**config.mk**
```make
export PLATFORM = sky130hd
export DESIGN_NAME = button_debouncer
export DESIGN_NICKNAME = d
export VERILOG_FILES = /design/src/rtl/button_debouncer.sv
export SDC_FILE = /design/constraint.sdc
export NUM_CORES = 1
export LEC_CHECK = 0
export CAP_MARGIN = 10
export CORE_AREA = 10 10 158 101
export CTS_BUF_LIST = sky130_fd_sc_hd__clkbuf_4
export DETAILED_ROUTE_END_ITERATION = 10
export DIE_AREA = 0 0 168 111
export PLACE_DENSITY = 0.77
export SLEW_MARGIN = 15
export SYNTH_ARGS = -nofsm -noshare
export SYNTH_HDL_FRONTEND = slang
export SYNTH_SLANG_ARGS = --single-unit
```
**constraint.sdc**
```tcl
create_clock -name clk -period 3 [get_ports clk]
set_clock_uncertainty 0.15 [all_clocks]
set_input_delay 0.3 -clock clk [delete_from_list [all_inputs] [get_ports clk]]
set_output_delay 0.3 -clock clk [all_outputs]
set_load 0.02 [all_outputs]
```
**src/rtl/button_debouncer.sv**
```systemverilog
// button_debouncer
//   Multi-channel push-button conditioner. Each raw pin is brought into the
//   clk domain through a two-flop synchroniser. A per-channel FSM with a
//   settle counter then accepts a new level only after it has been stable for
//   CNT_MAX+1 consecutive samples. Outputs are levels only; any edge/pulse
//   generation happens downstream.
//
// Ports
//   clk       system clock, all state changes on the rising edge
//   rst       synchronous active-high reset
//   btn_in    [N-1:0] raw, asynchronous, bouncing button pins
//   btn_out   [N-1:0] debounced level per channel (registered)
//   settling  [N-1:0] high while a channel is qualifying a change (registered)

// Single debounce channel: synchroniser, settle counter and 4-state FSM.
module button_debouncer_ch #(
   parameter int CNT_MAX = 1_000_000,
   parameter int CNT_W   = (CNT_MAX > 1) ? $clog2(CNT_MAX) : 1
) (
   input  logic clk,
   input  logic rst,
   input  logic btn_raw,
   output logic btn_out,
   output logic settling
);

   typedef enum logic [1:0] {
      LOW      = 2'd0,
      RISE_CHK = 2'd1,
      HIGH     = 2'd2,
      FALL_CHK = 2'd3
   } state_t;

   localparam logic [CNT_W-1:0] CNT_LAST = CNT_W'(CNT_MAX - 1);

   state_t           state;
   logic             s1, s2;
   logic [CNT_W-1:0] cnt;

   // btn_out/settling are assigned together with each state transition so
   // they always decode the state being entered, with no extra cycle of lag.
   always_ff @(posedge clk) begin
      if (rst) begin
         s1       <= 1'b0;
         s2       <= 1'b0;
         state    <= LOW;
         cnt      <= '0;
         btn_out  <= 1'b0;
         settling <= 1'b0;
      end else begin
         s1 <= btn_raw;
         s2 <= s1;
         case (state)
            LOW: begin
               if (s2) begin
                  state    <= RISE_CHK;
                  cnt      <= '0;
                  settling <= 1'b1;
               end
            end
            RISE_CHK: begin
               if (!s2) begin
                  // bounce back low: abort, partial count is dropped
                  state    <= LOW;
                  cnt      <= '0;
                  settling <= 1'b0;
               end else if (cnt == CNT_LAST) begin
                  state    <= HIGH;
                  cnt      <= '0;
                  btn_out  <= 1'b1;
                  settling <= 1'b0;
               end else begin
                  cnt <= cnt + CNT_W'(1);
               end
            end
            HIGH: begin
               if (!s2) begin
                  state    <= FALL_CHK;
                  cnt      <= '0;
                  settling <= 1'b1;
               end
            end
            FALL_CHK: begin
               if (s2) begin
                  state    <= HIGH;
                  cnt      <= '0;
                  settling <= 1'b0;
               end else if (cnt == CNT_LAST) begin
                  state    <= LOW;
                  cnt      <= '0;
                  btn_out  <= 1'b0;
                  settling <= 1'b0;
               end else begin
                  cnt <= cnt + CNT_W'(1);
               end
            end
            default: begin
               state    <= LOW;
               cnt      <= '0;
               btn_out  <= 1'b0;
               settling <= 1'b0;
            end
         endcase
      end
   end

endmodule

module button_debouncer #(
   parameter int N       = 5,
   parameter int CNT_MAX = 1_000_000,
   parameter int CNT_W   = (CNT_MAX > 1) ? $clog2(CNT_MAX) : 1
) (
   input  logic         clk,
   input  logic         rst,
   input  logic [N-1:0] btn_in,
   output logic [N-1:0] btn_out,
   output logic [N-1:0] settling
);

   // Channels are fully independent; no shared counter or arbitration.
   for (genvar g = 0; g < N; g++) begin : g_ch
      button_debouncer_ch #(
         .CNT_MAX (CNT_MAX),
         .CNT_W   (CNT_W)
      ) u_ch (
         .clk      (clk),
         .rst      (rst),
         .btn_raw  (btn_in[g]),
         .btn_out  (btn_out[g]),
         .settling (settling[g])
      );
   end

endmodule

```
## After elaboration in Yosys (flattened, before gate mapping)

Cells that the tools add are included.
W data, S select, Z words.

- Add/subtract/negate cells: 5
- Equal/unequal tests: 60
- Multiplexer cells: 120
- Reductions and logical operators: 25

Operators with widths:

| cell | number |
|---|---|
| $mux W20 | 25 |
| $pmux W20 S4 | 5 |
| $add A20 B1 Y20 const B | 5 |
| $eq A20 B20 Y1 const B | 5 |
| $mux W2 | 30 |
| $mux W1 | 45 |
| $ne A2 B1 Y1 const B | 20 |
| $pmux W2 S4 | 5 |
| $reduce_and A5 Y1 | 5 |
| $eq A2 B2 Y1 const B | 10 |
| $ne A2 B2 Y1 const B | 10 |
| $pmux W1 S4 | 5 |
| $reduce_and A4 Y1 | 5 |
| $ne A3 B1 Y1 const B | 5 |
| $ne A3 B3 Y1 const B | 5 |
| $eq A2 B1 Y1 const B | 5 |
| $logic_not A2 Y1 | 5 |
| $pmux W1 S2 | 5 |
| $reduce_and A2 Y1 | 5 |
| $reduce_bool A2 Y1 | 5 |

- Bits in registers: 130
- Word-level logic and storage cells: 240

## Logic depth before layout (Yosys ltp)

- Word-level depth: 4
- Depth in mapped cells: 8
- Gate-level depth less buffers: 6

## Modules after synthesis

Synthesis repeated with hierarchy kept, for this count alone.

- Cell total of the unflattened synthesis: 770
- Area, all modules: 6581.3 um^2

Modules (own cells, without submodules):

| module | instances | cells each | area an instance (um^2) | seq. area each (um^2) |
|---|---|---|---|---|
| button_debouncer_ch at g_ch[0].u_ch ... | 4 | 154 | 1311.3 | 520.5 |
| button_debouncer_ch at g_ch[4].u_ch | 1 | 154 | 1336.3 | 520.5 |

## Worst setup path before layout

Ideal clock, no wire load.

- Path kind: reg-to-reg
- Start point: register g_ch[1].u_ch.cnt[7]
- End point: register g_ch[1].u_ch.cnt[12]
- Library setup time: 122 ps
- Data arrival time: 1830 ps
- Data required time: 2728 ps
- Path slack: 897 ps
- Cell stages (with the launch flop): 9
- Path buffers: 3
- Path through: dfxtp_1 > buf_2 > or4b_4 > nor4_4 > a211oi_1 > buf_2 > buf_2 > a22oi_1 > o21ai_1

- Cells in the longest elaborated chain, start to end: 4
- Elaborated cells on any way between the ends: 6

Ends and longest elaborated chain:

| element | RTL line | RTL |
|---|---|---|
| start, declared | 38 | `logic [CNT_W-1:0] cnt;` |
| start signal, assigned | 73 | `cnt <= cnt + CNT_W'(1);` |
| start signal, assigned | 94 | `cnt <= cnt + CNT_W'(1);` |
| $add A20 B1 Y20 or $eq A20 B20 Y1 (tied branches) | -- |  |
| $mux W20 * | 67, 88 |  |
| $mux W20 (on tied branches) | 84, 62 |  |
| $pmux W20 S4 * | 53 | `case (state)` |

Mark *: on every way between the ends. The rest lies on a longest branch, timed or not.
A chain may end at the register's enable or synchronous reset.

## Final worst setup path

- Start point: register g_ch[3].u_ch.cnt[1]
- End point: register g_ch[3].u_ch.cnt[10]

- Cells in the longest elaborated chain, start to end: 4
- Elaborated cells on any way between the ends: 6

Ends and longest elaborated chain:

| element | RTL line |
|---|---|
| start, declared | 38 |
| start signal, assigned | 73 |
| start signal, assigned | 94 |
| $add A20 B1 Y20 or $eq A20 B20 Y1 (tied branches) | -- |
| $mux W20 * | 67, 88 |
| $mux W20 (on tied branches) | 84, 62 |
| $pmux W20 S4 * | 53 |

Marks and branches as above.

==> impl_results.md <==
* Status: finished, final reports clean
* First-pass GRT wire length at 22900 um
* Max cap viols at 0
* Syn Inst Count at about 780
* Cell Rows at 33
* Fmax at between 400 and 500 MHz
* Endpoints failing setup at 0
* Relative slew slack at a little under a third
* Avg WL per Cell at roughly 14 um
* First-pass detailed-route iteration total at 5
* Die H at 111 um
* Multi-input gate area at 3570 um^2
* Synth top cells by count: dfxtp_1 (130), nand2_1 (75), nor2_1 (71)
* Pwr per Cell Area at 435 nW/um^2
* CTS sink count at 130
* Initial Utilization at between 40% and 50%
* Final min period at between 2000 and 2500 ps
* I/O pins at 17
* Worst VDD drop at roughly 0.00028 V
* EDFF count, synth at 0
* CTS buffer count at 17
* Crit-path max FO at 23
* Main synth FF type: dfxtp_1
* Post-synthesis register bit count at 130
* CTS Root Cell: clkbuf_4
* Clk pin slew, worst setup/hold paths at 120 ps
* Fin Hold WS at roughly 120 ps
* Final-report hold violation count at 0
* Yosys top cell by area: dfxtp_1
* Core ar. at 13300 um^2
* IO buf count at 16
* Initial antenna violation count at 0
* WP data required at roughly 3300 ps
* Worst-margin pin slew at 1030 ps
* Crit Path Category: flop to flop
* Crit. End Element: flop
* Overall Global Routing Usage at 14.3%
* DP HPWL at approximately 9500 um
* Final worst setup slack at 593 ps
* CTS Buffer Depth at 2
* Period utilization at 80.2%
* Reg2reg path depth at 7
* Synthesized area per cell at 8.31 um^2
* Layout cell share with drive strength beyond 1 at under 10%
* CTS tree: yes
* WHS Path Cells at 2
* Worst-skew pair later-pin latency at around 560 ps
* Synthesized Nets at 788
* Sequential element share of the synthesized area at 40.3%
* Synth area leaders: dfxtp_1 (40%), nand2_1 (4.4%), nor2_1 (4.1%)
* Min-delay worst type: input pin to flop
* Final Max Tran Viols at 0
* Placer congestion estimate at approximately 0.85
* Count leader, synth: dfxtp_1
* WL final at between 10000 and 15000 um
* Vias at 5623
* DR iter-0 viols at ~540
* Share of the synthesized area in the top cell type at 40.3%
* Largest net degree at the start of global routing at 41
* Vias in the first global route at about 4700
* N_diodes at 0
* # nets final at 794
* Area Overhead vs Synth at 8.26%
* Fill cell count at 1205
* H-tree Lvls at 4
* CTS-repair resized insts at 0
* Post-Syn Area at 6450 um^2
* Leak pwr at between 2 and 2.5 nW
* Total area of sequential cells at around 2600 um^2
* Dpl ws at 636 ps
* Yosys cell types at 71
* Antenna Violating Nets Remaining at 0
* RSZ-0062 raised after global routing: no
* Number of vias per cell at 5.80
* Grt ovf at 0
* Synth warnings at 0
* Setup TNS Final at 0 ps
* Die width at approximately 170 um
* DIE AREA at about 19000 um^2
* Crit path arrival time at between 2000 and 3000 ps
* Asr flop ratio synth at 0%
* CP startpoint kind: flop
* Detailed-route DRC error count at 0
worst max-delay path: stages (launching register included):
cell and delay [ps]:
dfxtp_1 400, ha_1 200, nand3_1 180, nor3_1 600, a211oi_2 140, buf_4 240
a21o_1 180, a22o_1 210
timing repair:
item,CTS,global route
buffers inserted,0,0
hold endpoints to repair,8,0
setup endpoints to repair,0,0
hold buffers,1,0
final timing paths:
kind	start	slack (ps)	to
max	g_ch[3].u_ch.cnt[1]$_SDFFE_PP0P_	590	g_ch[3].u_ch.cnt[10]$_SDFFE_PP0P_
min	btn_in[4]	120	g_ch[4].u_ch.s1$_SDFF_PP0_
max reg2reg	g_ch[3].u_ch.cnt[1]$_SDFFE_PP0P_	590	g_ch[3].u_ch.cnt[10]$_SDFFE_PP0P_
min reg2reg	g_ch[2].u_ch.s1$_SDFF_PP0_	300	g_ch[2].u_ch.s2$_SDFF_PP0_
flip-flops by register name, summed over array words and instances (netlist names), named ones only:
| signal | flops |
|---|---|
| g_ch.u_ch.s1 | 5 |
| g_ch.u_ch.cnt | 100 |
| g_ch.u_ch.settling | 5 |
| g_ch.u_ch.state | 5 |
| g_ch.u_ch.s2 | 5 |
| g_ch.u_ch.btn_out | 5 |
stage by stage:
stage          area (um^2)  util [%]  instances  power (mW)
2_1_floorplan         6450         -        776        1.89
3_3_place_gp          6710      50.6        937        1.94
3_5_place_dp          6710      50.6        937        1.94
4_1_cts               6980      52.7        970        3.07
5_1_grt               6980      52.7        970        3.16
6_report              6980      52.7        970        3.04
cells in the final DEF, fill, tap and decap left out, types with 4 or more instances in the layout:
| master | n |
|---|---|
| a21o_1 | 8 |
| a21oi_1 | 52 |
| a22o_1 | 9 |
| a22oi_1 | 6 |
| a31oi_1 | 38 |
| a41oi_1 | 6 |
| and2_1 | 6 |
| and3_1 | 21 |
| and4_1 | 10 |
| buf_4 | 11 |
| clkbuf_4 | 18 |
| clkdlybuf4s50_1 | 15 |
| clkinvlp_4 | 4 |
| dfxtp_1 | 130 |
| ha_1 | 5 |
| inv_1 | 22 |
| inv_6 | 4 |
| mux2i_1 | 12 |
| nand2_1 | 75 |
| nand2b_1 | 9 |
| nand3_1 | 48 |
| nand3b_1 | 4 |
| nand4_1 | 25 |
| nor2_1 | 71 |
| nor2b_1 | 13 |
| nor3_1 | 16 |
| nor4_1 | 8 |
| o211ai_1 | 6 |
| o21ai_0 | 27 |
| o21bai_1 | 4 |
| or3_1 | 12 |
| or4_1 | 5 |
| xnor2_1 | 10 |
| xor2_1 | 15 |
routing by layer:
| metal | global-route usage [%] | up-vias | wire, um |
|---|---|---|---|
| met5 | 0 | - | 0 |
| met4 | 4.62 | 0 | 199 |
| met3 | 3.51 | 20 | 659 |
| met2 | 18.6 | 111 | 5340 |
| met1 | 21.8 | 2608 | 7390 |
| li1 | - | 2884 | - |
where the power goes:
part | switching, mW | leakage [nW] | internal, mW | total [mW]
clock network | 0.710 | 0.133 | 0.427 | 1.14
registers | 0.0137 | 1.05 | 1.74 | 1.76
logic | 0.0916 | 1.23 | 0.0546 | 0.146
logic make-up after synthesis:
family | synth area share [%]
AOI/OAI and AO/OA | 19.1
muxes | 2.04
DFF | 40.3
adders and majority gates | 0.970
and+or+nand+nor | 29.4
xor gates and xnor gates | 3.65
buffers and inverters | 4.52
layout make-up:
type | count | share of cell area (%)
sequential | 130 | 37.3
multi-input combinational | 583 | 51.1
inverter | 22 | 1.18
clock buffer | 18 | 1.94
timing repair buffer | 28 | 3.55
clock inverter | 14 | 1.86
tap | 175 | 3.14
Power figures use the tool's default switching activity.
